===== config.mk =====
export PLATFORM = sky130hd
export DESIGN_NAME = hcsr04_echo_responder
export DESIGN_NICKNAME = d
export VERILOG_FILES = /design/src/rtl/hcsr04_echo_responder.sv
export SDC_FILE = /design/constraint.sdc
export NUM_CORES = 1
export LEC_CHECK = 0
export ABC_AREA = 0
export BUFFER_PORTS_ARGS = -buffer_cell sky130_fd_sc_hd__buf_2
export CORE_ASPECT_RATIO = 1.1
export CORE_MARGIN = 5
export CORE_UTILIZATION = 38
export CTS_BUF_LIST = sky130_fd_sc_hd__clkbuf_8
export CTS_CLUSTER_DIAMETER = 100
export CTS_CLUSTER_SIZE = 30
export DETAILED_ROUTE_END_ITERATION = 8
export SLEW_MARGIN = 0
export SYNTH_ARGS = -nofsm -noshare
export SYNTH_HDL_FRONTEND = slang
export SYNTH_SLANG_ARGS = --single-unit

===== constraint.sdc =====
create_clock -name clk -period 5.4 [get_ports clk]
set_input_delay 0.54 -clock clk [delete_from_list [all_inputs] [get_ports clk]]
set_output_delay 0.54 -clock clk [all_outputs]
set_load 0.005 [all_outputs]

===== src/rtl/hcsr04_echo_responder.sv =====
// HC-SR04 sensor-side emulator: accepts a trigger pulse and answers with an
// echo pulse whose width encodes a programmable distance (or the no-target
// timeout width).
module hcsr04_echo_responder #(
    parameter int unsigned TRIG_MIN_CYC    = 500,
    parameter int unsigned BURST_DELAY_CYC = 10000,
    parameter int unsigned CYC_PER_CM      = 2900,
    parameter int unsigned MIN_CM          = 2,
    parameter int unsigned MAX_CM          = 400,
    parameter int unsigned TIMEOUT_CYC     = 1900000,
    parameter int unsigned HOLDOFF_CYC     = 3000000
) (
    input  logic       clk,
    input  logic       rst,
    input  logic       trigger,
    input  logic [8:0] distance_cm,
    input  logic       object_present,
    output logic       echo,
    output logic       busy,
    output logic       meas_done,
    output logic       trig_err
);

    typedef enum logic [2:0] {
        IDLE,
        TRIG_HI,
        BURST,
        ECHO,
        HOLDOFF
    } state_t;

    localparam logic [21:0] TRIG_MIN    = 22'(TRIG_MIN_CYC);
    localparam logic [21:0] BURST_LEN   = 22'(BURST_DELAY_CYC);
    localparam logic [21:0] HOLD_LEN    = 22'(HOLDOFF_CYC);
    localparam logic [20:0] PER_CM      = 21'(CYC_PER_CM);
    localparam logic [20:0] TIMEOUT_LEN = 21'(TIMEOUT_CYC);
    localparam logic [8:0]  MIN_D       = 9'(MIN_CM);
    localparam logic [8:0]  MAX_D       = 9'(MAX_CM);

    state_t      state;
    logic        trig_m;
    logic        trig_s;
    logic        trig_d;
    logic        trig_rise;
    logic        trig_fall;
    logic [21:0] cnt;
    logic [20:0] echo_len;
    logic [8:0]  dist_clamped;
    logic [20:0] echo_len_next;

    assign trig_rise = trig_s & ~trig_d;
    assign trig_fall = ~trig_s & trig_d;

    // Two-flop synchronizer plus a delayed copy for edge detection
    always_ff @(posedge clk) begin
        if (rst) begin
            trig_m <= 1'b0;
            trig_s <= 1'b0;
            trig_d <= 1'b0;
        end else begin
            trig_m <= trigger;
            trig_s <= trig_m;
            trig_d <= trig_s;
        end
    end

    // Clamp the distance first, then scale it to an echo width
    always_comb begin
        dist_clamped = distance_cm;
        if (distance_cm < MIN_D) begin
            dist_clamped = MIN_D;
        end else if (distance_cm > MAX_D) begin
            dist_clamped = MAX_D;
        end
        echo_len_next = object_present ? (21'(dist_clamped) * PER_CM) : TIMEOUT_LEN;
    end

    // Protocol FSM with registered outputs; cnt is shared by every timed phase
    always_ff @(posedge clk) begin
        if (rst) begin
            state     <= IDLE;
            cnt       <= '0;
            echo_len  <= '0;
            echo      <= 1'b0;
            busy      <= 1'b0;
            meas_done <= 1'b0;
            trig_err  <= 1'b0;
        end else begin
            meas_done <= 1'b0;
            trig_err  <= 1'b0;
            case (state)
                IDLE: begin
                    if (trig_rise) begin
                        state <= TRIG_HI;
                        cnt   <= 22'd1;
                        busy  <= 1'b1;
                    end
                end
                TRIG_HI: begin
                    if (trig_fall) begin
                        if (cnt >= TRIG_MIN) begin
                            echo_len <= echo_len_next;
                            cnt      <= BURST_LEN;
                            state    <= BURST;
                        end else begin
                            trig_err <= 1'b1;
                            busy     <= 1'b0;
                            cnt      <= '0;
                            state    <= IDLE;
                        end
                    end else if (cnt < TRIG_MIN) begin
                        cnt <= cnt + 22'd1;
                    end
                end
                BURST: begin
                    // Leave one cycle early so echo rises exactly
                    // BURST_DELAY_CYC cycles after the detected fall
                    if (cnt <= 22'd2) begin
                        state <= ECHO;
                        echo  <= 1'b1;
                        cnt   <= {1'b0, echo_len};
                    end else begin
                        cnt <= cnt - 22'd1;
                    end
                end
                ECHO: begin
                    if (cnt <= 22'd1) begin
                        echo      <= 1'b0;
                        meas_done <= 1'b1;
                        cnt       <= HOLD_LEN;
                        state     <= HOLDOFF;
                    end else begin
                        cnt <= cnt - 22'd1;
                    end
                end
                HOLDOFF: begin
                    if (cnt <= 22'd1) begin
                        cnt   <= '0;
                        busy  <= 1'b0;
                        state <= IDLE;
                    end else begin
                        cnt <= cnt - 22'd1;
                    end
                end
                default: begin
                    state <= IDLE;
                    cnt   <= '0;
                    echo  <= 1'b0;
                    busy  <= 1'b0;
                end
            endcase
        end
    end

endmodule


==> results of run 1 <==
-- layer usage --
layer,vias to the layer above,part of all wire (%)
met1,2062,42
met4,0,2.2
met5,-,0
li1,2091,-
met2,152,49
met3,22,6.7
-- cell usage after synthesis (all sizes together), types with 3 or more instances --
library cell / instances / area [sq um]
inv: 70 / 263
nor2: 56 / 215
dfxtp: 51 / 1020
ha: 48 / 601
nand2: 39 / 146
a21oi: 37 / 185
o21ai: 28 / 140
fa: 22 / 440
nor3: 22 / 121
xnor2: 19 / 166
nand3: 15 / 87.6
clkbuf: 13 / 48.8
xor2: 13 / 114
buf: 12 / 56.3
nand2b: 12 / 75.1
a22oi: 9 / 67.6
nor2b: 8 / 50.1
o22ai: 8 / 50.1
a211oi: 7 / 52.6
a311oi: 7 / 61.3
a31oi: 6 / 37.5
nand4: 6 / 37.5
or2: 6 / 37.5
a21o: 5 / 45.0
a221oi: 5 / 67.6
and2: 5 / 31.3
and3: 5 / 31.3
nor4: 5 / 37.5
o41ai: 5 / 43.8
nor3b: 4 / 30.0
a221o: 3 / 30.0
a2bb2oi: 3 / 26.3
nand4b: 3 / 26.3
o211ai: 3 / 22.5
o21a: 3 / 22.5
or3: 3 / 18.8
-- cell families (layout without fill, tap and decap cells) --
kind of cell	count (synthesis)	count (layout)	synth area share, %
muxes	2	2	0.474
adders and majority gates	70	70	21.9
xor gates and xnor gates	32	32	5.89
buffers and inverters	95	101	7.73
DFF	51	51	21.5
and+or+nand+nor	196	196	21.3
AOI/OAI and AO/OA	147	147	21.3
-- worst paths after layout --
kind | from | end | depth (start not counted)
max | distance_cm[7] | echo_len[19] | 21
min | trigger | trig_m | 2
max reg2reg | cnt[9] | cnt[7] | 7
min reg2reg | trig_m | trig_s | 1
-- what timing repair did --
action                                  in CTS  in global routing
resized for setup                            0                  1
endpoints found under the setup margin       0                  1
setup buffers                                0                  0
-- report_power, final --
group          total [mW]  switching (mW)  internal [mW]  leakage [nW]
Combinational        1.09           0.641          0.451          1.74
Sequential          0.424          0.0338          0.390         0.412
Clock               0.251           0.152         0.0988        0.0519
-- per-stage QoR --
step           cell area, sq um  hold WS (ns)
2_1_floorplan              4760         0.414
3_3_place_gp               5000         0.417
3_5_place_dp               5000         0.435
4_1_cts                    5100         0.423
5_1_grt                    5110         0.437
6_report                   5110         0.427
-- area by class of cell --
cell class	count	area share (%)
Inverter	70	5.14
Multi-Input combinational cell	447	66.5
Sequential cell	51	20.0
Tap cell	154	3.77
Timing Repair Buffer	23	2.60
Clock buffer	5	1.35
Clock inverter	3	0.661
-- worst register-to-register path, cell delays in order (launching register included) --
cell and delay (ns):
dfxtp_1 0.42, or4_4 0.58, nor3_4 0.38, a31oi_1 0.23, nor2_2 0.46, nand2_1 0.49
a31oi_1 0.32, a311o_1 0.14
-- registers in the layout, indices dropped and copies added, names as in the netlist --
register / cells
trig_s: 1
trig_m: 1
trig_d: 1
cnt: 22
trig_err: 1
meas_done: 1
busy: 1
echo_len: 19
echo: 1
state: 3
==> flow_metrics.py, run 1 <==
metrics = {
    "setup_path": {
        "cpMaxStageDelayCell": "fa_1",
        "worst_path_dominant_cell_family": "adder cells",
        "path_common_cell": "inv_1",
        "critical_path.endpoint_type": "register",
        "crit_required_ns": 5.61,
        "cp-start-kind": "input pin",
        "crit_fanout": 8,
        "cp.buffers_inverters": 6,
        "setup.reg_to_reg.worst_slack_ns": 2.35,
        "setup.worst_path.class": "input pin to register",
        "max_stage_delay_ns": 0.52,
        "worst-endpoint-arrival_ns": 5.17,
        "crit_path_cells": "buf_2 -> nand2_1 -> a21oi_1 -> inv_1 -> a21o_1 -> ha_1 -> inv_1 -> fa_1 -> inv_1 -> fa_1 -> inv_1 -> fa_1 -> inv_1 -> ha_1 -> o21ai_0 -> a21oi_1 -> o41ai_2 -> o21ai_0 -> o41ai_1 -> xor2_1 -> a21oi_1",
    },
    "final_layout": {
        "multi_input_area_sq_um": 3400,
        "filler_cell_count": 1199,
        "layout-area-overhead-vs-synth_pct": 7.45,
        "design.final.nets": 681,
        "post_route_cells_drive_above_1_share_pct": 9.18,
        "finalNonFillerCells": 753,
        "final_common_cell": "inv_1",
        "antenna_cells_inserted": 0,
        "final_cell_mix": "inv_1, nor2_1, dfxtp_1, ha_1, nand2_1",
        "layout.area.seq_sq_um": 1020,
        "final_core_util_pct": 42.1,
    },
    "sta": {
        "setup_viol": 0,
        "tns_ns": 0,
        "fin_worst_skew_ns": 0.0234,
        "rsz_0062_raised_after_global_routing": "no",
        "timing.max_slew.rel_slack_pct": 40.4,
        "max_freq_mhz": 201,
        "final.period_utilization_pct": 91.9,
        "worst-slew-pin-transition_ns": 0.893,
        "setup_slack_ns": 0.435,
        "final_hold_viol_count": 0,
        "minimum_clock_period_after_layout_ns": 4.96,
        "report.final.slew_viol_count": 0,
    },
    "global_route": {
        "grt_antenna_before_repair": 0,
        "overflow": 0,
        "grt_use_met1_pct": 21.4,
        "first_global_vias": 4189,
        "grt_util_met3_pct": 1.94,
        "gr-usage-all-layers_pct": 16.7,
        "largest_net_degree_at_the_start_of_global_routing": 40,
        "grt-busiest-layer": "met2",
        "wire_length_of_the_first_global_routing_pass_mm": 20.2,
        "use_met2_pct": 29.1,
    },
    "logic_synthesis": {
        "dominantRegCellSynth": "dfxtp_1",
        "post_synth.cell_area_avg_sq_um": 8.02,
        "synth-edff-count": 0,
        "yosys_reg_bits": 51,
        "synth_fp_nets": 676,
        "synthesized_netlist_cell_count": 593,
        "sequential_share_of_the_synthesized_area_pct": 21.5,
        "yosysUniqueCellTypes": 65,
        "synth_warnings": 0,
        "async_reset_ff_share_pct": 0,
        "netlist_area_sq_um": 4760,
    },
    "flow_run": {
        "maxCapViolations": 0,
    },
    "route": {
        "detailedRoute.firstPassIterationCount": 5,
        "drt_iter0_markers": 311,
        "route.vias.total": 4327,
        "via_per_inst": 5.75,
        "avgRoutedWirePerCell_um": 16.5,
        "drc": 0,
        "final_routed_wirelength_across_all_metal_layers_mm": 12.4,
        "detail-route-antenna-nets": 0,
    },
    "clock_tree": {
        "cts_root_buffer": "clkbuf_8",
        "tritoncts": "yes",
        "tritoncts_num_sinks": 51,
        "cts-root-to-sink-buffers": 2,
        "insertion_delay_ns": 0.33,
        "numCtsBuffers": 5,
        "cts_hold_buf": 0,
        "htreeDepth": 2,
        "clkTransAtPathRegs_ns": 0.11,
    },
    "power": {
        "power.density_nw_per_um2": 346,
        "p_leak_nw": 2.21,
        "power_consumption_mw": 1.77,
        "vdd_drop_max_uv": 192,
    },
    "floorplanning": {
        "die_h_um": 127,
        "dieWidth_um": 117,
        "fp.coreArea_sq_um": 12100,
        "die-area_sq_um": 14900,
        "std_cell_rows": 42,
        "top_level_ports": 17,
        "effective_utilization_at_floorplan_pct": 39.2,
    },
    "placed_design": {
        "dpl_worst_slack_ns": -0.0434,
        "globalplace.congestion": 0.888,
        "dpl.hpwl_mm": 9.64,
        "portBuffers": 16,
        "dpl.cell_count": 745,
    },
    "hold_path": {
        "hold_removal_path_class": "input pin to register",
    },
    "run_status": {
        "outcome": "finished clean",
    },
}
Note: power is estimated with default switching activity, not from simulation.
==> run 2, diff against run 1 <==
ABC_AREA = 1   (was 0)
CORE_UTILIZATION = 42   (was 38)
==> run 2 against run 1 <==
Net effect:
- sequential power is 7.3% lower
- via count increased by 15%
- power shrank 11%
- routed wire length is 16% higher
- area after synthesis up 14%
- highest routed layer unchanged
- synthesized cell count increased by 39%
- non-clock buffer count down 5
==> flow_metrics.py, run 2 <==
metrics = {
    "setup_path": {
        "cp.buffers_inverters": 7,
        "crit-reg2reg-capture": "cnt[4]",
        "reg2reg_depth": 11,
        "max_stage_delay_ns": 0.53,
        "crit_path_cells": "buf_2 -> nand2_1 -> a21oi_1 -> and2_1 -> inv_1 -> nand2_1 -> inv_1 -> ha_1 -> inv_1 -> fa_1 -> inv_1 -> fa_1 -> inv_1 -> fa_1 -> inv_1 -> ha_1 -> a21oi_1 -> a21boi_0 -> o21bai_1 -> nand2_1 -> nand2_1 -> a21oi_1 -> a21oi_1",
        "critical_path.endpoint_type": "register",
        "worst_path_dominant_cell_family": "adder cells",
        "path_common_cell": "inv_1",
        "setup.reg_to_reg.worst_slack_ns": 3.04,
        "worst-endpoint-arrival_ns": 4.83,
        "r2r_start": "cnt[0]",
        "crit_fanout": 8,
        "setup.worst_path.class": "input pin to register",
        "crit_required_ns": 5.62,
        "cpMaxStageDelayCell": "fa_1",
        "cp-start-kind": "input pin",
    },
    "final_layout": {
        "layout_top_registers": "cnt x22, echo_len x19, state x3",
        "post_route_cells_drive_above_1_share_pct": 8.33,
        "largest_reg_flops": 22,
        "final_common_cell": "nand2_1",
        "design.final.nets": 911,
        "layout-area-overhead-vs-synth_pct": 4.38,
        "final_cell_mix": "nand2_1, inv_1, nor2_1, nand3_1",
        "antenna_cells_inserted": 0,
        "registers.top_by_ff_count": "cnt",
    },
    "sta": {
        "setup_slack_ns": 0.788,
        "setup_viol": 0,
        "minimum_clock_period_after_layout_ns": 4.61,
        "fin_worst_skew_ns": 0.00633,
        "tns_ns": 0,
        "report.final.slew_viol_count": 0,
        "worst-slew-pin-transition_ns": 0.703,
        "timing.hold.ws_ns": 0.404,
        "max_freq_mhz": 217,
        "rsz_0062_raised_after_global_routing": "no",
        "final_hold_viol_count": 0,
        "timing.max_slew.rel_slack_pct": 53.1,
        "final.period_utilization_pct": 85.4,
    },
    "route": {
        "detail-route-antenna-nets": 0,
        "avgRoutedWirePerCell_um": 14.6,
        "via_per_inst": 5.04,
        "route.vias.total": 4967,
        "final_routed_wirelength_across_all_metal_layers_mm": 14.4,
        "drc": 0,
        "drt_iter0_markers": 401,
        "detailedRoute.firstPassIterationCount": 5,
    },
    "logic_synthesis": {
        "synthesized_netlist_cell_count": 827,
        "sequential_share_of_the_synthesized_area_pct": 18.8,
        "synth_compound_gate_area_share_pct": 10.4,
        "synth_xor_xnor_area_share_pct": 4.52,
        "synth_warnings": 0,
        "async_reset_ff_share_pct": 0,
        "synth_fp_nets": 910,
        "dominantRegCellSynth": "dfxtp_1",
        "yosys.cell_count.top_type": "nand2_1",
        "yosys_reg_bits": 51,
        "synth_largest_type_area_fraction_pct": 18.8,
        "post_synth_main_area_contributors": "dfxtp_1, nand2_1, ha_1, inv_1, fa_1",
        "synthDominantAreaCellType": "dfxtp_1",
        "synthAdderAreaFrac_pct": 19.2,
        "yosysUniqueCellTypes": 41,
        "synth.cells.most_frequent": "nand2_1, inv_1, nor2_1",
        "main_combinational_cell_family_by_area_after_synthesis": "simple AND/OR/NAND/NOR gates",
        "synth-edff-count": 0,
        "post_synth.cell_area_avg_sq_um": 6.57,
        "synth_simple_gate_area_share_pct": 34.2,
        "muxShareOfSynthArea_pct": 0,
        "netlist_area_sq_um": 5430,
    },
    "floorplanning": {
        "die_h_um": 129,
        "top_level_ports": 17,
        "fp.coreArea_sq_um": 12600,
        "std_cell_rows": 43,
        "die-area_sq_um": 15300,
        "dieWidth_um": 118,
        "effective_utilization_at_floorplan_pct": 42.9,
    },
    "clock_tree": {
        "htreeDepth": 2,
        "cts-root-to-sink-buffers": 2,
        "tritoncts_num_sinks": 51,
        "cts.repair.resized": 0,
        "cts_root_buffer": "clkbuf_8",
        "clkTransAtPathRegs_ns": 0.10,
        "cts_post_setup_buffers_inserted": 0,
        "tritoncts": "yes",
        "numCtsBuffers": 5,
        "cts_hold_buf": 0,
        "insertion_delay_ns": 0.32,
    },
    "flow_run": {
        "maxCapViolations": 0,
    },
    "power": {
        "power.density_nw_per_um2": 276,
        "vdd_drop_max_uv": 130,
        "p_leak_nw": 2.94,
    },
    "global_route": {
        "overflow": 0,
        "gr-usage-all-layers_pct": 19.1,
        "largest_net_degree_at_the_start_of_global_routing": 33,
        "grt_antenna_before_repair": 0,
        "wire_length_of_the_first_global_routing_pass_mm": 23.8,
        "first_global_vias": 4681,
    },
    "hold_path": {
        "hold_removal_path_class": "register to register",
        "timing.hold.worst_endpoint": "trig_s",
        "worstHoldStart": "trig_m",
        "hold_depth": 2,
    },
    "placed_design": {
        "dpl_worst_slack_ns": 0.491,
        "portBuffers": 16,
        "dpl.hpwl_mm": 11.5,
        "globalplace.congestion": 0.931,
    },
    "run_status": {
        "outcome": "finished clean",
    },
}
==> run 2: cell types whose count changed in the layout (fill, tap and decap cells not counted), moves of 8 or more <==
cell and change:
nand2_1 +169, inv_1 +68, nand3_1 +40, nor2_1 +38, a21oi_1 +14, xnor2_1 -14, nor3_1 -13, nand2b_1 -12
xor2_1 +10, a22oi_1 -9, nor2b_1 -8, o22ai_1 -8
==> run 2: logic make-up after synthesis <==
logic type / after synthesis
buffers and inverters: 168
XOR/XNOR: 28
AND/OR/NAND/NOR: 411
flip-flops: 51
adder cells (fa/ha/maj): 70
AO/OA/AOI/OAI: 99
==> run 2: power by group <==
part | total, mW | internal [mW] | switching [mW]
clock | 0.276 | 0.136 | 0.140
sequential | 0.393 | 0.383 | 0.00983
combinational | 0.896 | 0.316 | 0.580
total | 1.56 | 0.835 | 0.730
==> run 2: how the worst max path moves through the flow <==
stage / from / endpoint / slack [ns] / cells after the start
final: distance_cm[7] / echo_len[20] / 0.79 / 23
after global routing: distance_cm[7] / echo_len[20] / 0.44 / 23
after CTS: distance_cm[7] / echo_len[18] / 0.83 / 22
after detailed placement: distance_cm[7] / echo_len[18] / 0.49 / 22
after global placement: distance_cm[7] / echo_len[20] / 0.55 / 23
after floorplan: distance_cm[6] / echo_len[18] / 0.92 / 20
==> run 2: area by class of cell <==
| cell class | count | area [sq um] |
|---|---|---|
| clock buffers | 5 | 68.8 |
| well taps | 157 | 196 |
| inverters | 144 | 541 |
| multi-input cells | 608 | 3710 |
| fillers | 1323 | 6980 |
| flip-flops and latches | 51 | 1020 |
| clock inverters | 2 | 37.5 |
| repair buffers | 18 | 95.1 |
==> run 2: per-layer routing <==
layer  track usage [%]  share of wire (%)  vias up
met1              24.0                 44     2225
met5                 0                  0        -
met3              2.31                4.6       28
li1                  -                  -     2588
met4              7.00                2.6        0
met2              33.9                 49      126
==> run 2: per-stage QoR <==
stage,total power [mW],std cells,cell area (sq um),utilization [%]
detailed placement,1.29,978,5560,44.0
CTS,1.57,985,5670,44.8
global placement,1.30,978,5560,44.0
global route,1.71,985,5670,44.8
finish,1.56,985,5670,44.8
floorplan,1.08,827,5430,-
==> run 2: worst reg2reg max path, cell delays in order (launching register included) <==
cell	delay, ns
dfxtp_1	0.55
inv_1	0.22
ha_1	0.31
nand3_2	0.13
inv_1	0.07
nand3_1	0.16
o211ai_1	0.11
nand2_1	0.38
nand2_1	0.10
nand2_1	0.10
nand2_1	0.05
a21oi_1	0.12
